File: config.mk
export PLATFORM = sky130hd
export DESIGN_NAME = wave_playback_ctrl
export DESIGN_NICKNAME = d
export VERILOG_FILES = /design/src/rtl/wave_playback_ctrl.sv
export SDC_FILE = /design/constraint.sdc
export NUM_CORES = 1
export LEC_CHECK = 0
export CORE_UTILIZATION = 41
export DETAILED_ROUTE_END_ITERATION = 16
export HOLD_SLACK_MARGIN = 0.1
export MAX_ROUTING_LAYER = met4
export PLACE_DENSITY = 0.69
export REMOVE_ABC_BUFFERS = 1
export SETUP_SLACK_MARGIN = 0.4
export SYNTH_ARGS = -nofsm -noshare
export SYNTH_HDL_FRONTEND = slang
export SYNTH_SLANG_ARGS = --single-unit
File: constraint.sdc
create_clock -name clk -period 4.4 [get_ports clk]
set_clock_uncertainty 0.15 [all_clocks]
set_input_delay 0.88 -clock clk [delete_from_list [all_inputs] [get_ports clk]]
set_output_delay 0.88 -clock clk [all_outputs]
set_load 0.01 [all_outputs]
File: src/rtl/wave_playback_ctrl.sv
// wave_playback_ctrl
// Sequencer between the SPI command assembler and the waveform RAM / DAC FIFO.
// Decodes 32-bit command words, loads samples into the single-port waveform
// RAM and streams the stored table into the DAC clock-crossing FIFO. The read
// path is a RD_LAT-deep valid shift register. Every issued read lands in the
// FIFO, so the almost-full threshold must leave at least RD_LAT+1 free entries.

module wave_playback_ctrl #(
    parameter int ADDR_W = 8,
    parameter int DATA_W = 14,
    parameter int RD_LAT = 1
) (
    input  logic              clk,
    input  logic              usrReset,
    input  logic              cmd_valid,
    input  logic [31:0]       cmd_word,
    output logic              mem_we,
    output logic [ADDR_W-1:0] mem_addr,
    output logic [DATA_W-1:0] mem_din,
    input  logic [DATA_W-1:0] mem_dout,
    input  logic              fifo_almost_full,
    output logic              fifo_wr_en,
    output logic [DATA_W-1:0] fifo_din,
    output logic              dac_enable,
    output logic              busy,
    output logic              cmd_err,
    output logic [7:0]        led_state
);

    localparam logic [3:0] OP_WRITE  = 4'd1;
    localparam logic [3:0] OP_SETLEN = 4'd2;
    localparam logic [3:0] OP_RUN    = 4'd3;
    localparam logic [3:0] OP_STOP   = 4'd4;

    localparam logic [ADDR_W:0] TBL_MAX = (ADDR_W+1)'(2**ADDR_W);

    typedef enum logic [1:0] {
        S_IDLE  = 2'd0,
        S_LOAD  = 2'd1,
        S_RUN   = 2'd2,
        S_DRAIN = 2'd3
    } state_t;

    // A table length is usable only if it is non-zero and fits the RAM.
    function automatic logic len_ok(input logic [ADDR_W:0] len);
        return (len != '0) && (len <= TBL_MAX);
    endfunction

    state_t            state_q;
    state_t            state_d;

    logic [3:0]        opcode;
    logic [ADDR_W:0]   len_field;
    logic [ADDR_W-1:0] wr_addr_field;
    logic [DATA_W-1:0] wr_data_field;

    logic [ADDR_W-1:0] wr_addr_q;
    logic [DATA_W-1:0] wr_data_q;
    logic [ADDR_W-1:0] addr_hold_q;
    logic [ADDR_W:0]   tbl_len_q;
    logic [ADDR_W-1:0] rd_ptr_q;
    logic [15:0]       rep_cnt_q;
    logic              rep_forever_q;

    // vld_p0 is the read issued this cycle; vld_p[k] is that read k cycles later.
    logic              vld_p0;
    logic [RD_LAT:1]   vld_p;
    logic              rd_pending;

    logic              wrap;
    logic              last_wrap;
    logic              wr_accept;
    logic              len_accept;
    logic              run_start;
    logic              err_d;
    logic              drain_done;

    logic              cmd_err_q;
    logic              dac_en_q;

    logic              unused_cmd_bits;

    assign opcode          = cmd_word[31:28];
    assign len_field       = cmd_word[ADDR_W:0];
    assign wr_addr_field   = cmd_word[14 +: ADDR_W];
    assign wr_data_field   = cmd_word[DATA_W-1:0];
    assign unused_cmd_bits = ^cmd_word;

    // Reads still travelling that will produce a FIFO write in a later cycle.
    always_comb begin
        rd_pending = 1'b0;
        for (int i = 1; i < RD_LAT; i++) begin
            rd_pending = rd_pending | vld_p[i];
        end
    end

    // Next-state logic and command decode.
    always_comb begin
        state_d    = state_q;
        wr_accept  = 1'b0;
        len_accept = 1'b0;
        run_start  = 1'b0;
        err_d      = 1'b0;
        drain_done = 1'b0;

        vld_p0    = (state_q == S_RUN) && !fifo_almost_full;
        wrap      = vld_p0 && ({1'b0, rd_ptr_q} == (tbl_len_q - 1'b1));
        last_wrap = wrap && !rep_forever_q && (rep_cnt_q == 16'd1);

        case (state_q)
            S_IDLE, S_LOAD: begin
                // LOAD lasts a single cycle; a command in that cycle is taken as in IDLE.
                if (state_q == S_LOAD) begin
                    state_d = S_IDLE;
                end
                if (cmd_valid) begin
                    case (opcode)
                        OP_WRITE: begin
                            wr_accept = 1'b1;
                            state_d   = S_LOAD;
                        end
                        OP_SETLEN: begin
                            if (len_ok(len_field)) begin
                                len_accept = 1'b1;
                            end else begin
                                err_d = 1'b1;
                            end
                        end
                        OP_RUN: begin
                            run_start = 1'b1;
                            state_d   = S_RUN;
                        end
                        OP_STOP: begin
                        end
                        default: begin
                            err_d = 1'b1;
                        end
                    endcase
                end
            end
            S_RUN: begin
                // STOP and the final wrap may coincide; both just lead to DRAIN.
                if (last_wrap) begin
                    state_d = S_DRAIN;
                end
                if (cmd_valid) begin
                    if (opcode == OP_STOP) begin
                        state_d = S_DRAIN;
                    end else begin
                        err_d = 1'b1;
                    end
                end
            end
            S_DRAIN: begin
                if (!rd_pending) begin
                    state_d    = S_IDLE;
                    drain_done = 1'b1;
                end
                if (cmd_valid && (opcode != OP_STOP)) begin
                    err_d = 1'b1;
                end
            end
            default: begin
                state_d = S_IDLE;
            end
        endcase
    end

    // State register.
    always_ff @(posedge clk or posedge usrReset) begin
        if (usrReset) begin
            state_q <= S_IDLE;
        end else begin
            state_q <= state_d;
        end
    end

    // Captured WRITE address/data and the active table length.
    always_ff @(posedge clk or posedge usrReset) begin
        if (usrReset) begin
            wr_addr_q <= '0;
            wr_data_q <= '0;
            tbl_len_q <= TBL_MAX;
        end else begin
            if (wr_accept) begin
                wr_addr_q <= wr_addr_field;
                wr_data_q <= wr_data_field;
            end
            if (len_accept) begin
                tbl_len_q <= len_field;
            end
        end
    end

    // Read pointer with table wrap and the repeat counter.
    always_ff @(posedge clk or posedge usrReset) begin
        if (usrReset) begin
            rd_ptr_q      <= '0;
            rep_cnt_q     <= '0;
            rep_forever_q <= 1'b0;
        end else begin
            if (run_start) begin
                rd_ptr_q      <= '0;
                rep_cnt_q     <= cmd_word[15:0];
                rep_forever_q <= (cmd_word[15:0] == 16'd0);
            end else if (vld_p0) begin
                if (wrap) begin
                    rd_ptr_q <= '0;
                    if (!rep_forever_q) begin
                        rep_cnt_q <= rep_cnt_q - 16'd1;
                    end
                end else begin
                    rd_ptr_q <= rd_ptr_q + 1'b1;
                end
            end
        end
    end

    // ---- stage boundary: RAM read latency, one valid bit per cycle of delay ----
    always_ff @(posedge clk or posedge usrReset) begin
        if (usrReset) begin
            vld_p <= '0;
        end else begin
            vld_p[1] <= vld_p0;
            for (int i = 2; i <= RD_LAT; i++) begin
                vld_p[i] <= vld_p[i-1];
            end
        end
    end

    // Reject pulse, DAC enable latch and the held RAM address.
    always_ff @(posedge clk or posedge usrReset) begin
        if (usrReset) begin
            cmd_err_q   <= 1'b0;
            dac_en_q    <= 1'b0;
            addr_hold_q <= '0;
        end else begin
            cmd_err_q   <= err_d;
            addr_hold_q <= mem_addr;
            if (drain_done) begin
                dac_en_q <= 1'b0;
            end else if (fifo_wr_en) begin
                dac_en_q <= 1'b1;
            end
        end
    end

    // RAM address: write address in LOAD, read pointer on issue, else hold.
    always_comb begin
        mem_addr = addr_hold_q;
        if (state_q == S_LOAD) begin
            mem_addr = wr_addr_q;
        end else if (vld_p0) begin
            mem_addr = rd_ptr_q;
        end
    end

    // Status LEDs follow the state encoding used on the front panel.
    always_comb begin
        case (state_q)
            S_IDLE:  led_state = 8'd1;
            S_LOAD:  led_state = 8'd2;
            S_RUN:   led_state = 8'd3;
            S_DRAIN: led_state = 8'd4;
            default: led_state = 8'd1;
        endcase
    end

    assign mem_we     = (state_q == S_LOAD);
    assign mem_din    = wr_data_q;
    assign fifo_wr_en = vld_p[RD_LAT];
    // Gated so the data bus is quiet (and zero in reset) between writes.
    assign fifo_din   = fifo_wr_en ? mem_dout : '0;
    assign dac_enable = dac_en_q;
    assign busy       = (state_q == S_RUN) || (state_q == S_DRAIN);
    assign cmd_err    = cmd_err_q;

endmodule
---- After elaboration in Yosys (flattened, before gate mapping) ----
Index checks and enable logic that the tools add are counted.
storage, ports and cells
  flip-flop bits (word level) ............. 69
operators by class
  add/sub/neg operators ................... 3
  order comparisons ....................... 1
  equal/unequal tests ..................... 11
  mux-type cells .......................... 38
  reductions and logical operators ........ 18
operators by type and width
  kind                   count
  $mux 16                4
  $mux 8                 5
  $pmux 8 s4             1
  $mux 1                 18
  $eq 16x1->1 const B    1
  $logic_not 16->1       1
  $sub 16x1->16 const B  1
  $mux 14                1
  $mux 2                 5
  $eq 8x9->1             1
  $le 9x9->1 const B     1
  $reduce_bool 9->1      1
  $sub 9x1->9 const B    1
  $add 8x1->8 const B    1
  $eq 4x2->1 const B     2
  $logic_and 1x1->1      6
  $pmux 2 s3             1
  $reduce_bool 2->1      3
  $eq 2x2->1 const B     2
  $eq 4x1->1 const B     1
  $eq 4x3->1 const B     1
  $ne 4x3->1 const B     1
  $pmux 2 s2             1
  $pmux 1 s3             1
  9 further kinds        10

---- Depth between registers and ports, before layout ----
  word-level depth ........................ 9
  mapped depth ............................ 10

---- Worst setup path after synthesis ----
No wires, ideal clock.
  path kind ............................... input to output
  from .................................... input fifo_almost_full
  to ...................................... output mem_addr[2]
  arrival ................................. 2.062 ns
  required time ........................... 3.370 ns
  slack ................................... 1.308 ns
  stages on the path ...................... 5
  path buffers ............................ 2
  path through ............................ nand2b_1 > clkbuf_1 > buf_1 > mux2i_1 > o21ai_0
on the way
  cells in the longest elaborated chain, start to end .. 4
ends and longest elaborated chain
  what               line  text
  start, declared    21    input logic fifo_almost_full,
  $logic_not 1->1    106   vld_p0 = (state_q == S_RUN) && !fifo_almost_full;
  $logic_and 1x1->1  106
  $mux 8             253   end else if (vld_p0) begin
  $mux 8             251   if (state_q == S_LOAD) begin
  end, declared      18    output logic [ADDR_W-1:0] mem_addr,
Every way passes these cells.

---- Worst setup path in the final report ----
  from .................................... input fifo_almost_full
  to ...................................... output mem_addr[6]
The elaborated chain is that of the path after synthesis.

==> summary.txt <==
Worst setup path
  – Crit. End Element: output port
  – Crit Path Max Fanout: 9
  – Arrival time worst endpoint: between 2 and 3 ns
  – CP Class: input port to output port
  – Critical path depth in cells: 5
  – Worst path cell trace: clkdlybuf4s50_1, nand2b_2, mux2i_1, o21ai_0, clkdlybuf4s50_1
  – Max stage delay cell, worst path: clkdlybuf4s50_1
  – Launch point of the worst reg-to-reg path: tbl_len_q[0]
  – CP Capture Point: mem_addr[6]
  – Worst reg-to-reg setup slack: roughly 1.1 ns
  – Crit path largest cell delay: 0.59 ns
  – Crit path launch type: input port
  – Worst path most repeated cell: clkdlybuf4s50_1
  – R2r endpoint: rd_ptr_q[6]
  – Family with the most delay on the worst path: buffers and inverters
  – Setup crit start: fifo_almost_full
  – Worst Path Buf+Inv: 2
  – Reg2reg path depth: 9
  – Worst Path Required: ~3.4 ns

Detailed routing
  – Detailed Route Iter0 Violations: 146
  – Post-Route WL: 8.83 mm
  – Via count: between 3k and 4k
  – Vias/cell: between 5 and 6
  – Detail Route Antenna Nets: 0
  – DR WL/cell: around 15 um
  – Drt pass-1 iters: 4
  – Detailed-route DRC error count: 0

Placed design
  – Placed Area: roughly 4800 sq um
  – Hpwl dp: roughly 6.5 mm
  – I/O Buffers: between 80 and 90
  – Dpl ws: 0.547 ns
  – Final Wtd Congestion: 0.850

Layout
  – Post-route cell area: roughly 5000 sq um
  – Final nets: 522
  – Most common cell after layout, fill and taps aside: clkdlybuf4s50_1
  – Share of layout cells above drive strength 1: 0.156
  – Synthesis-to-layout area growth: 32.2%
  – Diodes inserted: 0
  – Commonest non-fill, non-tap cells in the layout: clkdlybuf4s50_1 (87), dfrtp_1 (68), nand2_1 (39), mux2_2 (30), o21ai_0 (26)

Yosys
  – Yosys warns: 0
  – Yosys reg bits: ~70
  – EDFF count, synth: 0
  – Synth async-reset ratio: 1.00
  – Register area share after synthesis: 0.451
  – Yosys cell types: 53
  – Top cell type's share of synthesized area: 0.444
  – Post-Synthesis Cells: 377
  – Mapped cell area: between 3000 and 4000 sq um
  – Ranking of synthesized cells by area: dfrtp_1 (44%), mux2_2 (8.8%), nand2_1 (3.8%)
  – Post-synth top flop: dfrtp_1
  – Average cell area after synthesis: between 10 and 15 sq um
  – Synth area leader: dfrtp_1

Global routing
  – Largest net degree at the start of global routing: 33
  – Vias in the first global route: between 3k and 4k
  – Overflow after GRT: 0
  – Initial antenna violation count: 0
  – All-Layer GR Usage: 0.200
  – Global-route wire length before repair: between 10 and 15 mm

Clocking
  – Clock transition at the registers of the reported paths: around 0.08 ns
  – CTS H-tree depth: 3
  – Num CTS Buffers: 9
  – Clock buffer depth: 2
  – Worst skew pair latency: 0.35 ns
  – CTS sink count: between 60 and 70
  – Post-CTS resize count: 0
  – Setup Buffers After CTS: 0
  – CTS Root Buffer Type: clkbuf_8
  – Hold_buf cts: 0
  – CTS tree: built

Floorplan
  – Die Width: about 99 um
  – CORE AREA: just under 9000 sq um
  – Row cnt: 34
  – Die Ht: between 90 and 100 um
  – Die area: between 9000 and 10000 sq um
  – Initial Utilization: 0.431
  – Io pins: 99

Job
  – Max cap viols: 0

Power
  – Static Leak: roughly 2.2 nW
  – Power per cell area: between 500 and 600 nW/um^2
  – Total Power: approximately 2.6 mW
  – Worst vdd ir: between 0.15 and 0.2 mV

Timing
  – Slew Viols, Final: 0
  – Final setup fails: 0
  – Fin crit period: ~3.6 ns
  – Max Clk Rate: between 200 and 300 MHz
  – TNS Setup: 0 ns
  – Fin. Hold Viols: 0
  – Setup ws final: approximately 0.77 ns
  – Final period utilization: 0.826
  – Worst Tran Pin Value: around 0.78 ns
  – Slew HR: 0.478
  – RSZ-0062 raised after global routing: no

Run status
  – Status: finished clean

Worst hold path
  – Hold crit path type: register to register
sequential cells by signal, summed over array words and instances (netlist names):
| signal | cells |
|---|---|
| rd_ptr_q | 8 |
| tbl_len_q | 9 |
| dac_enable | 1 |
| cmd_err | 1 |
| fifo_wr_en | 1 |
| state_q | 2 |
| rep_cnt_q | 16 |
| addr_hold_q | 8 |
| mem_din | 14 |
| wr_addr_q | 8 |
| rep_forever_q | 1 |
worst min-delay path by stage:
stage / from / to / slack [ns] / cells past startpoint
4_1_cts: dac_enable / dac_enable / 0.36 / 2
6_report: dac_enable / dac_enable / 0.35 / 2
5_1_grt: wr_addr_q[7] / wr_addr_q[7] / 0.38 / 1
3_5_place_dp: dac_enable / dac_enable / 0.34 / 2
3_3_place_gp: rep_forever_q / rep_forever_q / 0.32 / 2
2_1_floorplan: rep_forever_q / rep_forever_q / 0.30 / 2
final cells by class:
cell class | count | area, sq um
Clock buffer | 10 | 138
Clock inverter | 6 | 134
Fill cell | 757 | 3830
Inverter | 13 | 48.8
Multi-Input combinational cell | 277 | 1960
Sequential cell | 69 | 1730
Tap cell | 108 | 135
Timing Repair Buffer | 94 | 923
worst reg2reg max path: cells and delay by family, from the launching register on:
kind	cells	cell delay, ns
simple gates	3	0.62
buf+inv	1	0.14
flops	1	0.47
fa+ha+maj	1	0.30
compound gates	4	1.51
cell families after synthesis:
logic type / share of synthesized area
other cells: 0.000979
fa+ha+maj: 0.0261
compound gates: 0.0898
mux: 0.112
flops: 0.451
xor+xnor: 0.0617
simple gates: 0.213
buf+inv: 0.0451
synthesized netlist by cell type, types with 3 or more instances:
cell type,count
dfrtp_1,68
nand2_1,39
mux2_2,30
o21ai_0,26
nor2_1,20
and2_1,15
xor2_1,14
clkbuf_1,13
inv_1,13
xnor2_1,13
nor3_1,11
nand4_1,10
mux2i_1,9
a21oi_1,8
ha_1,8
nand3_1,8
or3_1,8
nor4_1,6
o21ai_1,6
buf_4,5
and3_1,3
buf_6,3
nor3b_1,3
power breakdown:
group / internal, mW / switching [mW]
clock network: 0.449 / 0.248
logic: 0.493 / 0.423
registers: 0.796 / 0.155
total: 1.74 / 0.825
layer usage:
| metal | vias to the layer above | global-route usage | share of wire |
|---|---|---|---|
| met4 | 0 | 0.0723 | 0.014 |
| met5 | - | - | 0 |
| met2 | 91 | 0.315 | 0.47 |
| met1 | 1482 | 0.263 | 0.48 |
| li1 | 1494 | - | - |
| met3 | 9 | 0.0326 | 0.045 |
metrics by stage:
step,hold WS [ns],utilization,instances
after floorplan,0.301,-,359
after global placement,0.321,0.539,561
after detailed placement,0.341,0.539,561
after CTS,0.358,0.569,577
after global routing,0.379,0.570,577
final,0.353,0.570,577
Note: power is estimated with default switching activity, not from simulation.
